## src/rtl/alu_ctrl_pipe.sv

```systemverilog
// Registered, handshaked ALU control decoder between decode and execute.
// M-extension ops are held in the stage while the iterative MUL/DIV unit runs.
module alu_ctrl_pipe #(
  parameter int MULDIV_EN = 1,
  parameter int MD_CYCLES = 32,
  localparam int CNT_W = $clog2(MD_CYCLES + 1)
) (
  input  logic       clk,
  input  logic       rst,
  input  logic       in_valid,
  output logic       in_ready,
  input  logic [6:0] opcode,
  input  logic [2:0] func3,
  input  logic [6:0] func7,
  output logic       out_valid,
  input  logic       out_ready,
  output logic [5:0] alu_ctrl,
  output logic       illegal,
  output logic       md_start,
  output logic       busy,
  output logic [1:0] dbg_state
);

  // Handshake: a transfer happens on a rising edge where valid && ready are
  // both high. Producers may not drop valid or change data while ready is low;
  // ready never depends on the same-side valid.

  typedef enum logic [1:0] {
    IDLE   = 2'd0,
    MD_RUN = 2'd1,
    DONE   = 2'd2
  } state_t;

  localparam logic [6:0] OP_R      = 7'b0110011;
  localparam logic [6:0] OP_IMM    = 7'b0010011;
  localparam logic [6:0] OP_LOAD   = 7'b0000011;
  localparam logic [6:0] OP_STORE  = 7'b0100011;
  localparam logic [6:0] OP_JAL    = 7'b1101111;
  localparam logic [6:0] OP_JALR   = 7'b1100111;
  localparam logic [6:0] OP_LUI    = 7'b0110111;
  localparam logic [6:0] OP_AUIPC  = 7'b0010111;
  localparam logic [6:0] OP_BRANCH = 7'b1100011;

  localparam logic [6:0] F7_BASE = 7'b0000000;
  localparam logic [6:0] F7_ALT  = 7'b0100000;
  localparam logic [6:0] F7_MD   = 7'b0000001;

  state_t            state, state_n;
  logic [CNT_W-1:0]  count, count_n;
  logic              out_valid_n;
  logic [5:0]        alu_ctrl_n;
  logic              illegal_n;
  logic              md_start_n;
  logic [2:0]        pend_f3, pend_f3_n;

  logic [5:0]        dec_ctrl;
  logic              dec_illegal;
  logic              dec_md;
  logic              accept;

  // Control word layout: {muldiv, func3[2:0], alt, imm_b}.
  always_comb begin
    dec_ctrl    = '0;
    dec_illegal = 1'b0;
    dec_md      = 1'b0;
    case (opcode)
      OP_R: begin
        case (func7)
          F7_BASE: dec_ctrl = {1'b0, func3, 2'b00};
          F7_ALT: begin
            if (func3 == 3'b000 || func3 == 3'b101) begin
              dec_ctrl = {1'b0, func3, 2'b10};
            end else begin
              dec_illegal = 1'b1;
            end
          end
          F7_MD: begin
            if (MULDIV_EN != 0) begin
              dec_ctrl = {1'b1, func3, 2'b00};
              dec_md   = 1'b1;
            end else begin
              dec_illegal = 1'b1;
            end
          end
          default: dec_illegal = 1'b1;
        endcase
      end
      OP_IMM: begin
        // func7 only carries meaning for the shift-immediate forms.
        if (func3 == 3'b001 && func7 != F7_BASE) begin
          dec_illegal = 1'b1;
        end else if (func3 == 3'b101 && func7 != F7_BASE && func7 != F7_ALT) begin
          dec_illegal = 1'b1;
        end else begin
          dec_ctrl = {1'b0, func3, (func3 == 3'b101) ? func7[5] : 1'b0, 1'b1};
        end
      end
      OP_LOAD, OP_STORE, OP_JAL, OP_JALR, OP_LUI, OP_AUIPC: dec_ctrl = 6'b000001;
      OP_BRANCH: dec_ctrl = 6'b000010;
      default:   dec_illegal = 1'b1;
    endcase
  end

  assign in_ready  = (state == IDLE) && (!out_valid || out_ready);
  assign accept    = in_valid && in_ready;
  assign busy      = (state == MD_RUN);
  assign dbg_state = state;

  always_comb begin
    state_n     = state;
    count_n     = count;
    out_valid_n = out_valid;
    alu_ctrl_n  = alu_ctrl;
    illegal_n   = illegal;
    md_start_n  = 1'b0;
    pend_f3_n   = pend_f3;
    case (state)
      IDLE: begin
        if (out_valid && out_ready) begin
          out_valid_n = 1'b0;
        end
        if (accept) begin
          if (dec_md) begin
            // Visible outputs keep the previous word until the M-op result lands.
            state_n     = MD_RUN;
            md_start_n  = 1'b1;
            count_n     = CNT_W'(MD_CYCLES);
            out_valid_n = 1'b0;
            pend_f3_n   = func3;
          end else begin
            out_valid_n = 1'b1;
            alu_ctrl_n  = dec_ctrl;
            illegal_n   = dec_illegal;
          end
        end
      end
      MD_RUN: begin
        if (count == CNT_W'(1)) begin
          state_n     = DONE;
          count_n     = '0;
          out_valid_n = 1'b1;
          alu_ctrl_n  = {1'b1, pend_f3, 2'b00};
          illegal_n   = 1'b0;
        end else begin
          count_n = count - CNT_W'(1);
        end
      end
      DONE: begin
        if (out_ready) begin
          state_n     = IDLE;
          out_valid_n = 1'b0;
        end
      end
      default: state_n = IDLE;
    endcase
  end

  always_ff @(posedge clk or posedge rst) begin
    if (rst) begin
      state     <= IDLE;
      count     <= '0;
      out_valid <= 1'b0;
      alu_ctrl  <= '0;
      illegal   <= 1'b0;
      md_start  <= 1'b0;
      pend_f3   <= '0;
    end else begin
      state     <= state_n;
      count     <= count_n;
      out_valid <= out_valid_n;
      alu_ctrl  <= alu_ctrl_n;
      illegal   <= illegal_n;
      md_start  <= md_start_n;
      pend_f3   <= pend_f3_n;
    end
  end

endmodule
```

## config.mk

```make
export PLATFORM = sky130hd
export DESIGN_NAME = alu_ctrl_pipe
export DESIGN_NICKNAME = d
export VERILOG_FILES = /design/src/rtl/alu_ctrl_pipe.sv
export SDC_FILE = /design/constraint.sdc
export NUM_CORES = 1
export LEC_CHECK = 0
export ABC_AREA = 1
export CAP_MARGIN = 20
export CORE_MARGIN = 5
export CORE_UTILIZATION = 25
export DETAILED_ROUTE_END_ITERATION = 6
export PLACE_DENSITY = 0.53
export SETUP_SLACK_MARGIN = 0.4
export SYNTH_ARGS = -nofsm -noshare
export SYNTH_HDL_FRONTEND = slang
export SYNTH_SLANG_ARGS = --single-unit
```

## constraint.sdc

```tcl
create_clock -name clk -period 1.8 [get_ports clk]
set_input_delay 0.27 -clock clk [delete_from_list [all_inputs] [get_ports clk]]
set_output_delay 0.27 -clock clk [all_outputs]
set_load 0.01 [all_outputs]
```

# Word-level counts from Yosys, hierarchy flattened

Index checks and enable logic that the tools add are counted.

Shift-type cells: 0
Equal/unequal tests: 23
Divide/modulo/power cells: 0
Reductions and logical operators: 23
Bitwise gates (word level): 0
Muxes and demuxes: 39
Magnitude comparators: 0
Add/sub/neg operators: 1
Multipliers: 0

Operators by type and width:

| kind                                          | count |
|---|---|
| 2-to-1 mux 6 bit                              | 6 |
| == test 7 x 6 -> 1 bit, second input constant | 4 |
| case mux 6 bit (2 select lines)               | 2 |
| case mux 6 bit (4 select lines)               | 1 |
| == test 7 bit, second input constant          | 3 |
| case mux 6 bit (3 select lines)               | 1 |
| 2-to-1 mux 1 bit                              | 17 |
| 2-to-1 mux 5 bit                              | 3 |
| == test 7 x 5 -> 1 bit, second input constant | 2 |
| AND reduction 4 bit                           | 3 |
| 2-to-1 mux 2 bit                              | 4 |
| != test 2 bit, second input constant          | 4 |
| == test 7 x 1 -> 1 bit, second input constant | 1 |
| == test 7 x 2 -> 1 bit, second input constant | 1 |
| zero test 7 bit                               | 1 |
| != test 7 x 6 -> 1 bit, second input constant | 1 |
| nonzero test 7 bit                            | 1 |
| OR reduction 7 bit                            | 1 |
| == test 6 x 1 -> 1 bit, second input constant | 1 |
| logical AND 1 bit                             | 6 |
| case mux 1 bit (3 select lines)               | 2 |
| case mux 2 bit (3 select lines)               | 1 |
| AND reduction 3 bit                           | 2 |
| OR reduction 6 bit                            | 1 |
| 15 further kinds                              | 17 |

ROM bits: 0
Output and inout bits: 13
Latch bits: 0
Word-level logic and storage cells: 93
Input bits: 21
Memories: 0
Register bits after elaboration: 20
Memory bits (writable): 0

# Logic depth before layout (Yosys ltp)

Gate-level depths: netlist of run 1.

Depth after elaboration: 9
Depth in mapped cells: 11

# Worst setup path after synthesis of run 1

Ideal clock, no wire load.

Path type: reg-to-reg
From: reg state[1] (netlist: dbg_state[1])
To: reg alu_ctrl[0]
Setup time: 116 ps
Cell stages (with the launch flop): 9
Setup slack: 226 ps
Data required time: 1684 ps
Arrival: 1457 ps
Cells stage by stage: dfrtp_1 inv_1 ha_1 clkbuf_1 inv_1 nand2_1 nor2_4 nand2_1 nand2_1

RTL lines:

| element                                                                       | line | source |
|---|---|---|
| from (decl)                                                                   | 48   | `state_t state, state_n;` |
| from (signal assigned)                                                        | 168  | `state <= state_n;` |
| == test 2 x 1 -> 1 bit (*)                                                    | -    |  |
| named net busy                                                                | 20   | `output logic busy,` |
| != test 2 x 1 -> 1 bit (no line) / nonzero test 2 bit (equally long branches) | -    |  |
| AND reduction 4 bit (no line)                                                 | -    |  |
| to (signal assigned)                                                          | 171  | `alu_ctrl <= alu_ctrl_n;` |
| to (decl)                                                                     | 17   | `output logic [5:0] alu_ctrl,` |

Mark *: on every way through the listed nets, which the timed path passes. The rest lies on a longest branch.
A chain may end at the register's enable or synchronous reset.

# Worst setup path in the final report of run 1

From: in func7[6]
To: reg count[5]

Longest elaborated chain between the ends: 5

RTL lines:

| element                       | line | source |
|---|---|---|
| from (decl)                   | 14   | `input logic [6:0] func7,` |
| == test 7 x 1 -> 1 bit        | 68   | `case (func7)` |
| 2-to-1 mux 1 bit              | 68   |  |
| 2-to-1 mux 1 bit              | 66   | `case (opcode)` |
| != test 2 bit (no line)       | -    |  |
| AND reduction 3 bit (no line) | -    |  |
| to (signal assigned)          | 169  | `count <= count_n;` |
| to (decl)                     | 49   | `logic [CNT_W-1:0] count, count_n;` |

Every way passes these cells.

==> summary.log, run 1 <==
[clock_network] CTS Sinks 20
[grt] global-route wire length before repair 6851 um
[placement] routability cong. 0.7706
[pwr] Reg power frac 19.7%
[flow_run] number of max-cap violations 0
[logic_synthesis] post-synthesis async set-or-reset flop share 100.0%
[route] drt via density 4.431
[route] Via Count 1613
[finish] Layout Cell Area excl Fill 2477 um^2
[pwr] Pwr Density 1411 nW/um^2
[placement] post-DP HPWL 2864 um
[timing] setup clock skew after layout 0.004585 ns
[route] Routed WL per cell 11.19 um
[clock_network] buffer type at the clock tree root clkbuf_8
[worst_setup_path] maximum fanout along the worst path 4
[die] die area 7762 um^2
[grt] routing usage on met3 1.693%
[logic_synthesis] prevailing post-synth register cell dfrtp_1
[finish] most used cells in the layout excluding fill and tap cells 64 x nand2_1, 25 x inv_1, 21 x buf_4, 19 x dfrtp_1, 18 x nand3_1
[timing] Final Max Slew Viols 0
[worst_setup_path] number of buffers and inverters on the critical path 3
[route] number of antenna-violating nets in the routed design 0
[timing] hold violation total from the final report 0
[finish] antenna cell count 0
[pwr] IR Drop Worst-Case VDD 0.6481 mV
[timing] RSZ-0062 raised after global routing yes
[die] Die X-Extent 88.11 um
[logic_synthesis] number of instances in the synthesized netlist 224
[clock_network] clock transition at the registers of the reported paths 0.08 ns
[logic_synthesis] register bit count reported by yosys 20
[timing] final period utilization 82.13%
[finish] leading cell type in the layout, fill and taps excluded nand2_1
[worst_setup_path] R2R Setup Slk 0.33 ns
[worst_setup_path] Data arrival, critical path 1.64 ns
[worst_setup_path] data required time at the worst endpoint 1.96 ns
[pwr] internal power contribution 0.001956 W
[grt] antenna violations before repair 0
[timing] Slew @ Worst Pin 0.2892 ns
[pwr] Comb pwr share 67.1%
[logic_synthesis] mean cell area of the mapped netlist 6.809 um^2
[min_path] Hold WC Path Type in2async
[logic_synthesis] number of distinct library cell variants in the gate-level netlist after synthesis 27
[run_status] status finished, final reports clean
[pwr] total leakage power 1.306 nW
[worst_setup_path] Critical-path top delay cell clkdlybuf4s50_1
[clock_network] CTS max path bufs 2
[timing] count of endpoints failing setup in the final report 0
[finish] proportion of layout cells with a drive suffix above 1 34.60%
[logic_synthesis] part of the Yosys area used for sequential elements 32.81%
[clock_network] hold buffers post-CTS 0
[die] top-level port count 34
[placement] instance area at placement 2017 um^2
[route] First DRT Iteration DRCs 65
[clock_network] total clock buffers created by CTS 3
[grt] gr usage total 11.04%
[grt] met2 capacity usage during global routing 20.68%
[timing] clock period minus final worst setup slack 1.478 ns
[finish] total number of nets in the final design 316
[die] floorplan core area 5921 um^2
[route] Remaining DRCs 0
[die] num rows 28
[route] Total Wirelength 4074 um
[clock_network] CTS tree done
[worst_setup_path] critical path launch point type input pin
[grt] met1 Usage GRT 12.79%
[die] height of the chip 88.11 um
[grt] layer with the highest usage after global routing met2
[die] starting density of the core 25.76%
[finish] Area growth, synth to finish 62.43%
[logic_synthesis] post-synthesis instance area 1525 um^2
[finish] number of fill cells in the layout 589
[pwr] P_sw 0.001538 W
[grt] vias in the first global route 1552
[clock_network] H-Tree Depth 1
[pwr] Clk network pwr share 13.2%
[clock_network] later-pin clock latency in the skew report 0.26 ns
[worst_setup_path] cell-by-cell trace of the critical path clkdlybuf4s50_1 > inv_1 > nand2_1 > nor2_2 > nand2_2 > inv_2 > nand3_4 > nand2_8 > nand2_4 > o21a_1
[timing] final total negative setup slack 0 ns
[timing] Max Clock Freq 0.6765 GHz
[worst_setup_path] start-to-end type of the worst setup path in2reg
[placement] buffers added on ports 33
[worst_setup_path] CP Capture Type flip-flop
[pwr] switching fraction of total power 44.02%
[grt] total congestion overflow 0
[worst_setup_path] cell class contributing the biggest share of worst-path delay simple AND/OR/NAND/NOR gates
[logic_synthesis] Post-synth EDFFs 0
[timing] worst max-slew margin expressed relative to the limit 80.72%
[logic_synthesis] syn_nets 250
[route] number of detailed-routing iterations run before antenna repair 5
[worst_setup_path] largest incremental delay on the critical path 0.39 ns
[grt] largest net degree at the start of global routing 21
[logic_synthesis] warning count from the yosys run 0
## synthesized netlist by cell type, types with 3 or more instances
cell | number | share of area [%]
nor3_1 | 3 | 0.98
nand2_1 | 79 | 19
nand3_1 | 22 | 7.2
o21ai_1 | 5 | 1.6
nand2_4 | 3 | 2.2
nand2_2 | 4 | 1.6
dfrtp_1 | 20 | 33
inv_2 | 3 | 0.74
ha_1 | 5 | 4.1
a21oi_1 | 5 | 1.6
nand4_1 | 4 | 1.6
nor2_1 | 12 | 3.0
o21ai_0 | 8 | 2.6
inv_1 | 33 | 8.1
## repair_timing
item	in CTS	in global routing
gates cloned	2	0
pin swaps	30	12
gates resized for setup	58	34
setup buffers	14	6
setup endpoints to repair	32	21
## registers in the layout, indices dropped and copies added (netlist names)
| register | count |
|---|---|
| alu_ctrl | 6 |
| count | 6 |
| dbg_state | 2 |
| illegal | 1 |
| md_start | 1 |
| out_valid | 1 |
| pend_f3 | 3 |
## power groups by stage
stage	clock network, W	logic [W]	registers, W
floorplan	0	0.00108	0.000717
global route	0.000496	0.00256	0.000708
detailed placement	0	0.00157	0.000698
global placement	0	0.00157	0.000697
CTS	0.000472	0.00215	0.000683
finish	0.000462	0.00234	0.000689
## per-stage QoR
step           total power (W)  setup WS, ns  hold WS, ns  cells  utilization (%)
2_1_floorplan         0.001793        0.3203       0.2338    224                -
3_3_place_gp          0.002271       0.05988       0.4667    338            34.07
3_5_place_dp          0.002273       0.03204       0.4702    338            34.07
4_1_cts               0.003302        0.2942       0.3415    358            39.41
5_1_grt               0.003764        0.2431       0.3728    364            41.84
6_report              0.003495        0.3217       0.3366    364            41.84
## logic make-up (layout without fill, tap and decap cells)
group | after synthesis | in the layout | synth area share [%]
compound gates | 21 | 21 | 7.383
flops | 20 | 20 | 32.81
buf+inv | 39 | 102 | 9.926
fa+ha+maj | 5 | 5 | 4.102
xor+xnor | 3 | 3 | 1.723
simple gates | 136 | 138 | 44.05
## final timing paths
kind,start,to,cells after the start
worst max-delay path,func7[6],count[5],10
worst min-delay path,rst,count[4],3
worst min register to register,alu_ctrl[0],alu_ctrl[0],2
max in group asynchronous,rst,count[2],3
min in group clk,func3[0],pend_f3[0],3
worst max register to register,dbg_state[1],count[5],9
## worst min-delay path: stages
cell and delay, ns:
clkdlybuf4s50_1 0.39, inv_1 0.05, buf_4 0.28
## area by class of cell
| type | instances | area (um^2) | share of cell area (%) |
|---|---|---|---|
| Timing Repair Buffer | 61 | 560.5 | 22.63 |
| Inverter | 37 | 148.9 | 6.010 |
| Tap cell | 75 | 93.84 | 3.788 |
| Clock inverter | 1 | 30.03 | 1.212 |
| Multi-Input combinational cell | 167 | 1101 | 44.44 |
| Sequential cell | 20 | 501.7 | 20.25 |
| Clock buffer | 3 | 41.29 | 1.667 |
## layer usage
metal  vias to the layer above  wire (um)
met5                         -          0
met4                         0         40
met3                         4        150
met2                        26       2137
met1                       746       1746
li1                        837          -
No activity file was read; power rests on OpenSTA's default activity.
==> inputs of run 2 (changes only) <==
Settings changed: PLACE_DENSITY 0.53 to 0.55.
Clock period 1.8 ns to 1.2 ns, I/O delays scaled along.
==> run 2 against run 1 <==
  * The flow now finishes with violations (setup timing)
  * Clock skew shrank 0.0035 ns
  * Global-route usage is 0.11 points lower
  * Register-to-register slack lost 0.58 ns
  * Count of clock-buffer cells in the layout rose by 1
  * Critical path depth is the same
  * Via count rose by 3.7%
  * Total power rose by 43%
  * Clock power is 14% higher
  * Utilization is 1.2 points higher
  * Hold slack lost 0.084 ns
  * First-iteration DRC count fell by 11%
  * Cell count rose by 7.7%
  * Critical endpoint is now alu_ctrl[4]
  * Largest cell class unchanged
==> summary.log, run 2 (synthesis gave the netlist of run 1 again) <==
[timing] Max Clock Freq 0.6920 GHz
[timing] final total negative setup slack -3.797 ns [-3.797 ns]
[timing] count of endpoints failing setup in the final report 22 [+22]
[clock_network] hold buffers post-CTS 0 [unchanged]
[worst_setup_path] Crit Reg-Reg Endpoint alu_ctrl[4]
[worst_setup_path] CP Capture Type flip-flop
[finish] largest registers in the final layout alu_ctrl: 6 flops, count: 6 flops, pend_f3: 3 flops
[route] Via Count 1673 [+3.7%]
[clock_network] later-pin clock latency in the skew report 0.26 ns [about the same]
[die] num rows 28 [unchanged]
[timing] final period utilization 120.4%
[worst_setup_path] stages on the worst setup path 10 [unchanged]
[timing] clock period minus final worst setup slack 1.445 ns
[clock_network] CTS tree done
[finish] proportion of layout cells with a drive suffix above 1 39.43% [+4.8 points]
[worst_setup_path] Data arrival, critical path 1.60 ns [-0.04 ns]
[grt] gr usage total 10.93% [-0.11 points]
[pwr] Pwr Density 1963 nW/um^2 [+39%]
[worst_setup_path] cell with the most instances on the worst path nand2_1
[worst_setup_path] cell class contributing the biggest share of worst-path delay simple AND/OR/NAND/NOR gates
[worst_setup_path] start point of the critical path dbg_state[0]
[route] drt via density 4.268 [-3.7%]
[route] Remaining DRCs 0 [unchanged]
[worst_setup_path] largest incremental delay on the critical path 0.40 ns [about the same]
[timing] setup clock skew after layout 0.001110 ns [-0.003475 ns]
[finish] total number of nets in the final design 344 [+8.9%]
[route] number of antenna-violating nets in the routed design 0 [unchanged]
[run_status] status finished, violations left
[die] Die X-Extent 88.11 um [unchanged]
[die] top-level port count 34 [unchanged]
[clock_network] CTS Sinks 20 [unchanged]
[grt] total congestion overflow 0 [unchanged]
[worst_setup_path] R2R Setup Slk -0.25 ns [-0.58 ns]
[die] starting density of the core 25.76% [unchanged]
[pwr] IR Drop Worst-Case VDD 0.9829 mV [+52%]
[finish] end-of-flow core utilization 43.01% [+1.2 points]
[grt] global-route wire length before repair 6886 um [+0.51%]
[flow_run] number of max-cap violations 0 [unchanged]
[grt] largest net degree at the start of global routing 21 [unchanged]
[clock_network] buffer type at the clock tree root clkbuf_8
[finish] most used cells in the layout excluding fill and tap cells 72 x nand2_1, 50 x buf_4, 25 x inv_1, 20 x dfrtp_1, 20 x clkdlybuf4s50_1
[timing] Slew @ Worst Pin 0.2688 ns [-0.02046 ns]
[finish] Area growth, synth to finish 66.94%
[worst_setup_path] maximum fanout along the worst path 5 [+1]
[placement] buffers added on ports 33 [unchanged]
[pwr] total leakage power 1.332 nW [+2.0%]
[worst_setup_path] data required time at the worst endpoint 1.36 ns [-0.60 ns]
[timing] worst max-slew margin expressed relative to the limit 82.08% [+1.4 points]
[run_status] failing checks setup timing
[timing] Final Max Slew Viols 0 [unchanged]
[worst_setup_path] worst reg2reg path depth 10 [+1]
[clock_network] total clock buffers created by CTS 3 [unchanged]
[worst_setup_path] number of buffers and inverters on the critical path 3 [unchanged]
[worst_setup_path] cell-by-cell trace of the critical path buf_6 > ha_4 > nor2_2 > inv_2 > nand2_2 > clkinv_4 > nand3_4 > nand2_1 > nand2_1 > nand2_1
[grt] antenna violations before repair 0 [unchanged]
[clock_network] CTS max path bufs 2 [unchanged]
[die] height of the chip 88.11 um [unchanged]
[placement] post-DP HPWL 3158 um [+10%]
[timing] hold violation total from the final report 0 [unchanged]
[clock_network] H-Tree Depth 1 [unchanged]
[route] Routed WL per cell 10.36 um [-7.5%]
[worst_setup_path] start-to-end type of the worst setup path reg2reg
[die] die area 7762 um^2 [unchanged]
[clock_network] clock transition at the registers of the reported paths 0.08 ns [about the same]
[worst_setup_path] Critical-path top delay cell dfrtp_1
[timing] final setup slack of the worst path -0.2451 ns [-0.5668 ns]
[placement] routability cong. 0.7543 [-2.1%]
[grt] vias in the first global route 1605 [+3.4%]
[worst_setup_path] end of the critical path alu_ctrl[4]
[min_path] Hold WC Path Type in2async
[route] number of detailed-routing iterations run before antenna repair 4 [-1]
[die] floorplan core area 5921 um^2 [unchanged]
[route] First DRT Iteration DRCs 58 [-11%]
[timing] RSZ-0062 raised after global routing yes
[worst_setup_path] critical path launch point type flip-flop
[finish] leading cell type in the layout, fill and taps excluded nand2_1
[route] Total Wirelength 4060 um [-0.34%]
[finish] antenna cell count 0 [unchanged]
[worst_setup_path] startpoint of the worst-slack reg-to-reg timing path dbg_state[0]
==> run 2: changes by cell type in the layout (fill, tap and decap cells not counted), sizes merged <==
cell,previous run,this run
buf,29,69
dlymetal6s2s,5,0
bufinv,1,0
dlygate4sd2,13,0
clkdlybuf4s50,13,20
==> run 2: what timing repair did <==
action / 4_1_cts / 5_1_grt
cloned: 2 / 0
hold endpoints to repair: 0 / 0
pin swaps: 9 / 12
resized for setup: 80 / 16
setup buffers: 7 / 8
setup endpoints to repair: 33 / 33
==> run 2: power by group <==
group	internal [W]	switching [W]	total, W
clock network	0.000292	0.000235	0.000527
logic	0.00169	0.00178	0.00346
registers	0.000878	0.000132	0.00101
total	0.00286	0.00214	0.00500
==> run 2: how the worst min path moves through the flow <==
stage,startpoint,depth (start not counted),end
6_report,rst,3,count[3]
3_3_place_gp,pend_f3[0],2,pend_f3[0]
5_1_grt,rst,3,count[4]
2_1_floorplan,rst,1,alu_ctrl[0]
4_1_cts,rst,3,count[4]
3_5_place_dp,alu_ctrl[0],2,alu_ctrl[0]
==> run 2: final cells by class <==
| type | instances | area, um^2 |
|---|---|---|
| repair buffers | 89 | 733.2 |
| inverters | 37 | 143.9 |
| well taps | 75 | 93.84 |
| multi-input cells | 167 | 1020 |
| flip-flops and latches | 20 | 500.5 |
| fillers | 615 | 3374 |
| clock buffers | 4 | 55.05 |
==> run 2: tightest hold or removal path, cell delays in order <==
cell             delay (ns)
clkdlybuf4s50_1        0.40
inv_1                  0.05
buf_4                  0.27
==> run 2: per-stage QoR <==
step	total power [W]	setup slack [ns]	std cells	hold WS, ns	area [um^2]
3_3_place_gp	0.003774	-0.4416	371	0.4644	2265
5_1_grt	0.005417	-0.3426	392	0.2800	2546
2_1_floorplan	0.002690	-0.2793	224	0.1438	1551
4_1_cts	0.004760	-0.2501	384	0.2587	2426
3_5_place_dp	0.003806	-0.4784	371	0.4721	2265
6_report	0.004999	-0.2451	392	0.2524	2546
==> run 2: per-layer routing <==
metal / GRT usage (%) / share of wire, % / vias to the layer above
met5: 0 / 0 / -
met3: 1.693 / 4.1 / 2
met2: 20.27 / 50 / 25
met4: 2.198 / 0.37 / 0
li1: - / - / 899
met1: 13.32 / 45 / 747
